==> config.mk <==
export PLATFORM = sky130hd
export DESIGN_NAME = fifo_byte_serializer
export DESIGN_NICKNAME = d
export VERILOG_FILES = /design/src/rtl/fifo_byte_serializer_pkg.sv /design/src/rtl/fifo_byte_serializer.sv
export SDC_FILE = /design/constraint.sdc
export NUM_CORES = 1
export LEC_CHECK = 0
export BUFFER_PORTS_ARGS = -buffer_cell sky130_fd_sc_hd__buf_4
export CAP_MARGIN = 30
export CORE_UTILIZATION = 55
export CTS_BUF_LIST = sky130_fd_sc_hd__clkbuf_16
export DETAILED_ROUTE_END_ITERATION = 8
export PLACE_DENSITY = 0.8
export SYNTH_ARGS = -nofsm -noshare
export SYNTH_HDL_FRONTEND = slang
export SYNTH_SLANG_ARGS = --single-unit
==> constraint.sdc <==
create_clock -name clk -period 2.8 [get_ports clk]
set_clock_uncertainty 0.05 [all_clocks]
set_input_delay 0.14 -clock clk [delete_from_list [all_inputs] [get_ports clk]]
set_output_delay 0.14 -clock clk [all_outputs]
set_load 0.03 [all_outputs]
==> src/rtl/fifo_byte_serializer_pkg.sv <==
// fifo_byte_serializer_pkg: widths and state encoding shared by the FIFO and its byte serializer.
// Revision: 1.0
`default_nettype none

package fifo_byte_serializer_pkg;

    localparam int DATA_W         = 32;
    localparam int BYTE_W         = 8;
    localparam int BYTES_PER_WORD = 4;

    typedef enum logic {
        IDLE = 1'b0,
        SEND = 1'b1
    } state_t;

endpackage

`default_nettype wire

==> src/rtl/fifo_byte_serializer.sv <==
// fifo_byte_serializer: pops 32-bit FIFO words and streams them LSB-first as bytes, flagging frame ends.
// Revision: 1.0
`default_nettype none

module fifo_byte_serializer
    import fifo_byte_serializer_pkg::*;
#(
    parameter int FRAME_WORDS = 4,
    parameter int CNT_W       = 16
) (
    input  logic              clk,
    input  logic              reset,
    input  logic [31:0]       fifo_data,
    input  logic              fifo_empty,
    output logic              fifo_read,
    output logic [7:0]        out_data,
    output logic              out_valid,
    input  logic              out_ready,
    output logic              out_last,
    output logic              busy,
    output logic [CNT_W-1:0]  frame_count
);

    localparam logic [CNT_W-1:0] LAST_WORD = CNT_W'(FRAME_WORDS - 1);
    localparam logic [1:0]       LAST_BYTE = 2'(BYTES_PER_WORD - 1);

    state_t              state;
    state_t              state_next;
    logic [DATA_W-1:0]   word_q;
    logic [1:0]          byte_idx;
    logic [CNT_W-1:0]    word_idx;
    logic                sending;
    logic                handshake;
    logic                last_hs;

    assign sending   = (state == SEND) & ~reset;
    assign handshake = sending & out_ready;
    assign last_hs   = handshake & (byte_idx == LAST_BYTE);

    // Refill on the final byte's handshake keeps the byte stream gap-free across words.
    assign fifo_read = ~reset & ~fifo_empty & ((state == IDLE) | last_hs);

    assign out_valid = sending;
    assign out_data  = sending ? word_q[{byte_idx, 3'b000} +: BYTE_W] : '0;
    assign out_last  = sending & (byte_idx == LAST_BYTE) & (word_idx == LAST_WORD);
    assign busy      = sending;

    always_comb begin
        state_next = state;
        if (fifo_read) begin
            state_next = SEND;
        end else if (last_hs) begin
            state_next = IDLE;
        end
    end

    always_ff @(posedge clk) begin
        if (reset) begin
            state <= IDLE;
        end else begin
            state <= state_next;
        end
    end

    always_ff @(posedge clk) begin
        if (reset) begin
            word_q   <= '0;
            byte_idx <= '0;
        end else if (fifo_read) begin
            word_q   <= fifo_data;
            byte_idx <= '0;
        end else if (handshake && (byte_idx != LAST_BYTE)) begin
            byte_idx <= byte_idx + 2'd1;
        end
    end

    always_ff @(posedge clk) begin
        if (reset) begin
            word_idx    <= '0;
            frame_count <= '0;
        end else if (last_hs) begin
            if (word_idx == LAST_WORD) begin
                word_idx    <= '0;
                frame_count <= frame_count + 1'b1;
            end else begin
                word_idx <= word_idx + 1'b1;
            end
        end
    end

endmodule

`default_nettype wire

**Word-level counts from Yosys, hierarchy flattened**

Index checks and enable logic that the tools add are counted.

- Shift-type cells: 1
- Bitwise logic cells: 11
- Equality and inequality tests: 3
- Add/sub/neg operators: 3
- Multiplexer cells: 4
- Reduce and logical (&&, ||, !) cells: 4

Operators by type and width:

| cell | count |
|---|---|
| $add 16x1->16 const B | 2 |
| $shiftx 32x6->8 | 1 |
| $eq 16x2->1 const B | 1 |
| $mux 16 | 1 |
| $mux 8 | 1 |
| $and 1x1->1 | 7 |
| $not 1->1 | 3 |
| $add 2x1->2 const B | 1 |
| $eq 2x2->1 const B | 1 |
| $mux 1 | 2 |
| $ne 2x2->1 const B | 1 |
| $reduce_and 2->1 | 1 |
| $reduce_bool 2->1 | 1 |
| $reduce_or 2->1 | 1 |
| $logic_and 1x1->1 | 1 |
| $or 1x1->1 | 1 |

- Bits in registers: 67
- Logic and storage cells: 31
- Bits of input ports: 36

**Logic depth before layout (Yosys ltp)**

- Depth in word-level cells: 7
- Gate-level depth with buffers: 7
- Depth with buffers taken out: 5

**Least setup slack after synthesis**

Ideal clock, no wire load.

- Kind: flip-flop to output port
- Start: register word_idx[0]
- End: output port out_last
- Path buffers: 2
- Arrival time: 2.264 ns
- Data required time: 2.610 ns
- Stages on the path, launching flop included: 7
- Path slack: 0.346 ns
- Cells stage by stage: dfxtp_1 -> ha_1 -> nor2b_1 -> nand4_1 -> clkbuf_1 -> clkbuf_1 -> nor4_1

- Word-level cells in the longest chain between the ends: 2

Ends and longest elaborated chain:

| what | line | RTL |
|---|---|---|
| start, declared | fifo_byte_serializer.sv:31 | `logic [CNT_W-1:0] word_idx;` |
| start signal, assigned | fifo_byte_serializer.sv:86 | `word_idx <= word_idx + 1'b1;` |
| $eq 16x2->1 | fifo_byte_serializer.sv:45 | `assign out_last = sending & (byte_idx == LAST_BYTE) & (word_idx == LAST_WORD);` |
| $and 1x1->1 | fifo_byte_serializer.sv:45 |  |
| end, declared | fifo_byte_serializer.sv:19 | `output logic out_last,` |

Every way passes these cells.

**Worst setup path in the final report**

- Start: register byte_idx[1]
- End: register word_q[12]

- Word-level cells in the longest chain between the ends: 4

Ends and longest elaborated chain:

| what | line | RTL |
|---|---|---|
| start, declared | fifo_byte_serializer.sv:30 | `logic [1:0] byte_idx;` |
| start signal, assigned | fifo_byte_serializer.sv:73 | `byte_idx <= byte_idx + 2'd1;` |
| $eq 2x2->1 | fifo_byte_serializer.sv:38 | `assign last_hs = handshake & (byte_idx == LAST_BYTE);` |
| $and 1x1->1 | fifo_byte_serializer.sv:38 |  |
| $or 1x1->1 | fifo_byte_serializer.sv:41 | `assign fifo_read = ~reset & ~fifo_empty & ((state == IDLE) \| last_hs);` |
| $and 1x1->1 | fifo_byte_serializer.sv:41 |  |
| end signal, assigned | fifo_byte_serializer.sv:70 | `word_q <= fifo_data;` |
| end, declared | fifo_byte_serializer.sv:29 | `logic [DATA_W-1:0] word_q;` |

Every way passes these cells.
A chain may end at the register's enable or synchronous reset.

==> qor.csv <==
stage;metric;value;unit
timing;fin_crit_sh;80.1;%
finish;drive_above_1_share;21.1;%
synth;avgSynthCellArea;8.64;µm²
timing;setup_tns;0;ps
finish;layout_common_cells;70 x buf_4, 67 x dfxtp_1, 43 x nand2_1;
timing;fmax;446;MHz
synth;ys_seq_area_share;42.1;%
floorplan;ioPinCount;64;
grt;grt_max_degree;45;
worst_setup_path;critPathLaunchType;flip-flop;
cts;cts-root-buf;clkbuf_16;
cts;clk_latency;320;ps
drt;routed_via_density;5.59;
drt;drt_first_iter_violations;230;
cts;cts_htree_levels;3;
worst_setup_path;critical_path.top_delay_family;compound AO/OA/AOI/OAI gates;
synth;ys_warn_count;0;
hold_path;min_path_type;in2reg;
hold_path;holdPathStages;2;
grt;met1_usage;34.7;%
floorplan;start_util;57.5;%
grt;met3_usage;4.65;%
finish;final_common_cell;buf_4;
drt;drcViolationCount;0;
finish;finish.utilization;78.1;%
worst_setup_path;cp_data_arrival_time;2380;ps
worst_setup_path;slowest_delay;600;ps
synth;synth.distinct_cells;41;
cts;post_cts_buffers;0;
place;place.detailed.hpwl;4.76;mm
grt;grt_antenna_before_repair;0;
worst_setup_path;worstPathCellList;ha_1 > nand4b_2 > a211oi_4 > buf_4 > o21ai_0;
power;leakagePower;1.63;nW
floorplan;dieArea;6110;µm²
timing;drv_slew;0;
timing;timing.final.crit_period;2240;ps
drt;vias;3003;
grt;grt_pass1_wl;13.2;mm
cts;cts.sinks;67;
drt;antenna_left;0;
worst_setup_path;end_kind;flip-flop;
grt;gr-total-overflow;0;
finish;multi_input_area;1750;µm²
worst_setup_path;rr_worst_depth;5;
timing;setup_viol;0;
synth;async_flop_share;0;%
finish;seqCellArea;1340;µm²
floorplan;die_w;78.1;µm
finish;area_growth;35.8;%
timing;maxSlewHeadroom;52.1;%
worst_setup_path;criticalPathCategory;reg2reg;
floorplan;core;5540;µm²
cts;post_cts_resized;0;
floorplan;die_h;78.1;µm
worst_setup_path;cp.depth;5;
finish;final_nets;499;
synth;ys_seq_elements;67;
worst_setup_path;worstPathRequired;2940;ps
grt;busiest_layer;met2;
job;max_cap_violations;0;
worst_setup_path;critical-path-slowest-cell;a211oi_4;
place;place.gp.congestion;0.817;
timing;tightestPinTransition;712;ps
worst_setup_path;crit_fanout;44;
grt;first_global_vias;2879;
drt;dr.pass1.iters;4;
cts;cts_buffer_depth;2;
worst_setup_path;endpoint;word_q[12];
place;dpl.cell_count;488;
timing;grt_setup_unrepaired;no;
worst_setup_path;r2r_end;word_q[12];
synth;synthCells;369;
synth;syn-num-nets;408;
power;peakVddDrop;0.428;mV
timing;hold_violations;0;
power;p_per_area;521;nW/µm²
worst_setup_path;r2r_slack;560;ps
cts;path_clk_slew;50;ps
cts;cts_tree;yes;
power;power;2.25;mW
grt;met2_usage;46.6;%
worst_setup_path;startpoint;byte_idx[1];
synth;synth-edff-count;0;
floorplan;rows;27;
synth;ys.flop_type;dfxtp_1;
run_status;status;finished, final reports clean;
drt;avgRoutedWirePerCell;14.3;µm
synth;syn_area;3190;µm²
grt;grt_use_total;27.6;%
cts;cts_made_buffers;9;
finish;final_cells;537;
worst_setup_path;crit_buf_inv;1;
worst_setup_path;r2r_start;byte_idx[1];
drt;drt-total-wl;7.69;mm
place;io_buffer_count;63;
finish;num-fill-cells;377;
-- worst min-delay path by stage --
stage | to | startpoint | slack (ps)
2_1_floorplan | state | fifo_empty | 180
3_3_place_gp | word_q[22] | fifo_data[22] | 280
3_5_place_dp | word_q[14] | fifo_data[14] | 290
4_1_cts | state | reset | 120
5_1_grt | state | reset | 160
6_report | state | reset | 120
-- report_power, final --
group          internal, mW  leakage (nW)  switching, mW  total [mW]
Clock                 0.669         0.143          0.386        1.06
Sequential            0.988         0.546         0.0176        1.01
Combinational         0.111         0.946         0.0819       0.193
Total                  1.77          1.63          0.486        2.25
-- cells in the mapped netlist (2+ instances only) --
library cell | instances | share of area (%)
dfxtp_1 | 67 | 42
nand2_1 | 43 | 5.1
o21ai_0 | 41 | 6.4
nand2b_1 | 34 | 6.7
a21oi_1 | 22 | 3.5
clkbuf_1 | 18 | 2.1
nand3_1 | 18 | 2.8
nor2_1 | 14 | 1.6
nor2b_1 | 11 | 2.2
nand4_1 | 9 | 1.8
mux4_2 | 8 | 5.7
o31ai_1 | 8 | 1.9
or4_1 | 8 | 1.9
or3_1 | 7 | 1.4
nor4_1 | 6 | 1.2
and3_1 | 5 | 0.98
inv_1 | 5 | 0.59
xnor2_1 | 5 | 1.4
and4_1 | 4 | 1.1
buf_2 | 4 | 0.63
xor2_1 | 4 | 1.1
ha_1 | 3 | 1.2
nor3_1 | 3 | 0.47
mux2_2 | 2 | 0.71
mux2i_1 | 2 | 0.63
o41ai_1 | 2 | 0.55
or4b_1 | 2 | 0.63
-- registers in the layout, indices dropped and copies added (netlist names) --
signal / count
word_q: 32
frame_count: 16
word_idx: 16
byte_idx: 2
state: 1
-- routing by layer --
layer	vias up	wire, µm
met5	-	0
li1	1503	-
met2	74	3800
met1	1411	3440
met3	15	289
met4	0	155
-- layout make-up --
| class | count | area share, % |
|---|---|---|
| diodes | 1 | 0.0578 |
| clock buffers | 9 | 5.20 |
| clock inverters | 6 | 1.16 |
| inverters | 5 | 0.434 |
| multi-input cells | 274 | 40.3 |
| flip-flops and latches | 67 | 31.0 |
| well taps | 72 | 2.08 |
| repair buffers | 103 | 19.8 |
-- logic make-up after synthesis --
family,share of synthesized area (%)
buffers and inverters,3.57
flip-flops,42.1
AO/OA/AOI/OAI,13.0
XOR/XNOR,2.47
multiplexers,6.99
adder cells (fa/ha/maj),1.18
AND/OR/NAND/NOR,30.7
-- through the flow --
| step | cell area, µm² | hold WS (ps) | setup slack, ps |
|---|---|---|---|
| 6_report | 4330 | 120 | 557 |
| 5_1_grt | 4330 | 160 | 398 |
| 4_1_cts | 4330 | 117 | 581 |
| 3_5_place_dp | 3720 | 292 | 581 |
| 3_3_place_gp | 3720 | 285 | 629 |
| 2_1_floorplan | 3190 | 182 | 346 |
-- worst reg2reg max path: stages (launching register included) --
cell      delay [ps]
dfxtp_1          340
ha_1             220
nand4b_2         290
a211oi_4         600
buf_4            440
o21ai_0          170
-- what timing repair did --
item,in CTS,in global routing
setup endpoints to repair,0,0
endpoints found under the hold margin,33,0
hold buffers,33,0
No activity file was read; power rests on OpenSTA's default activity.
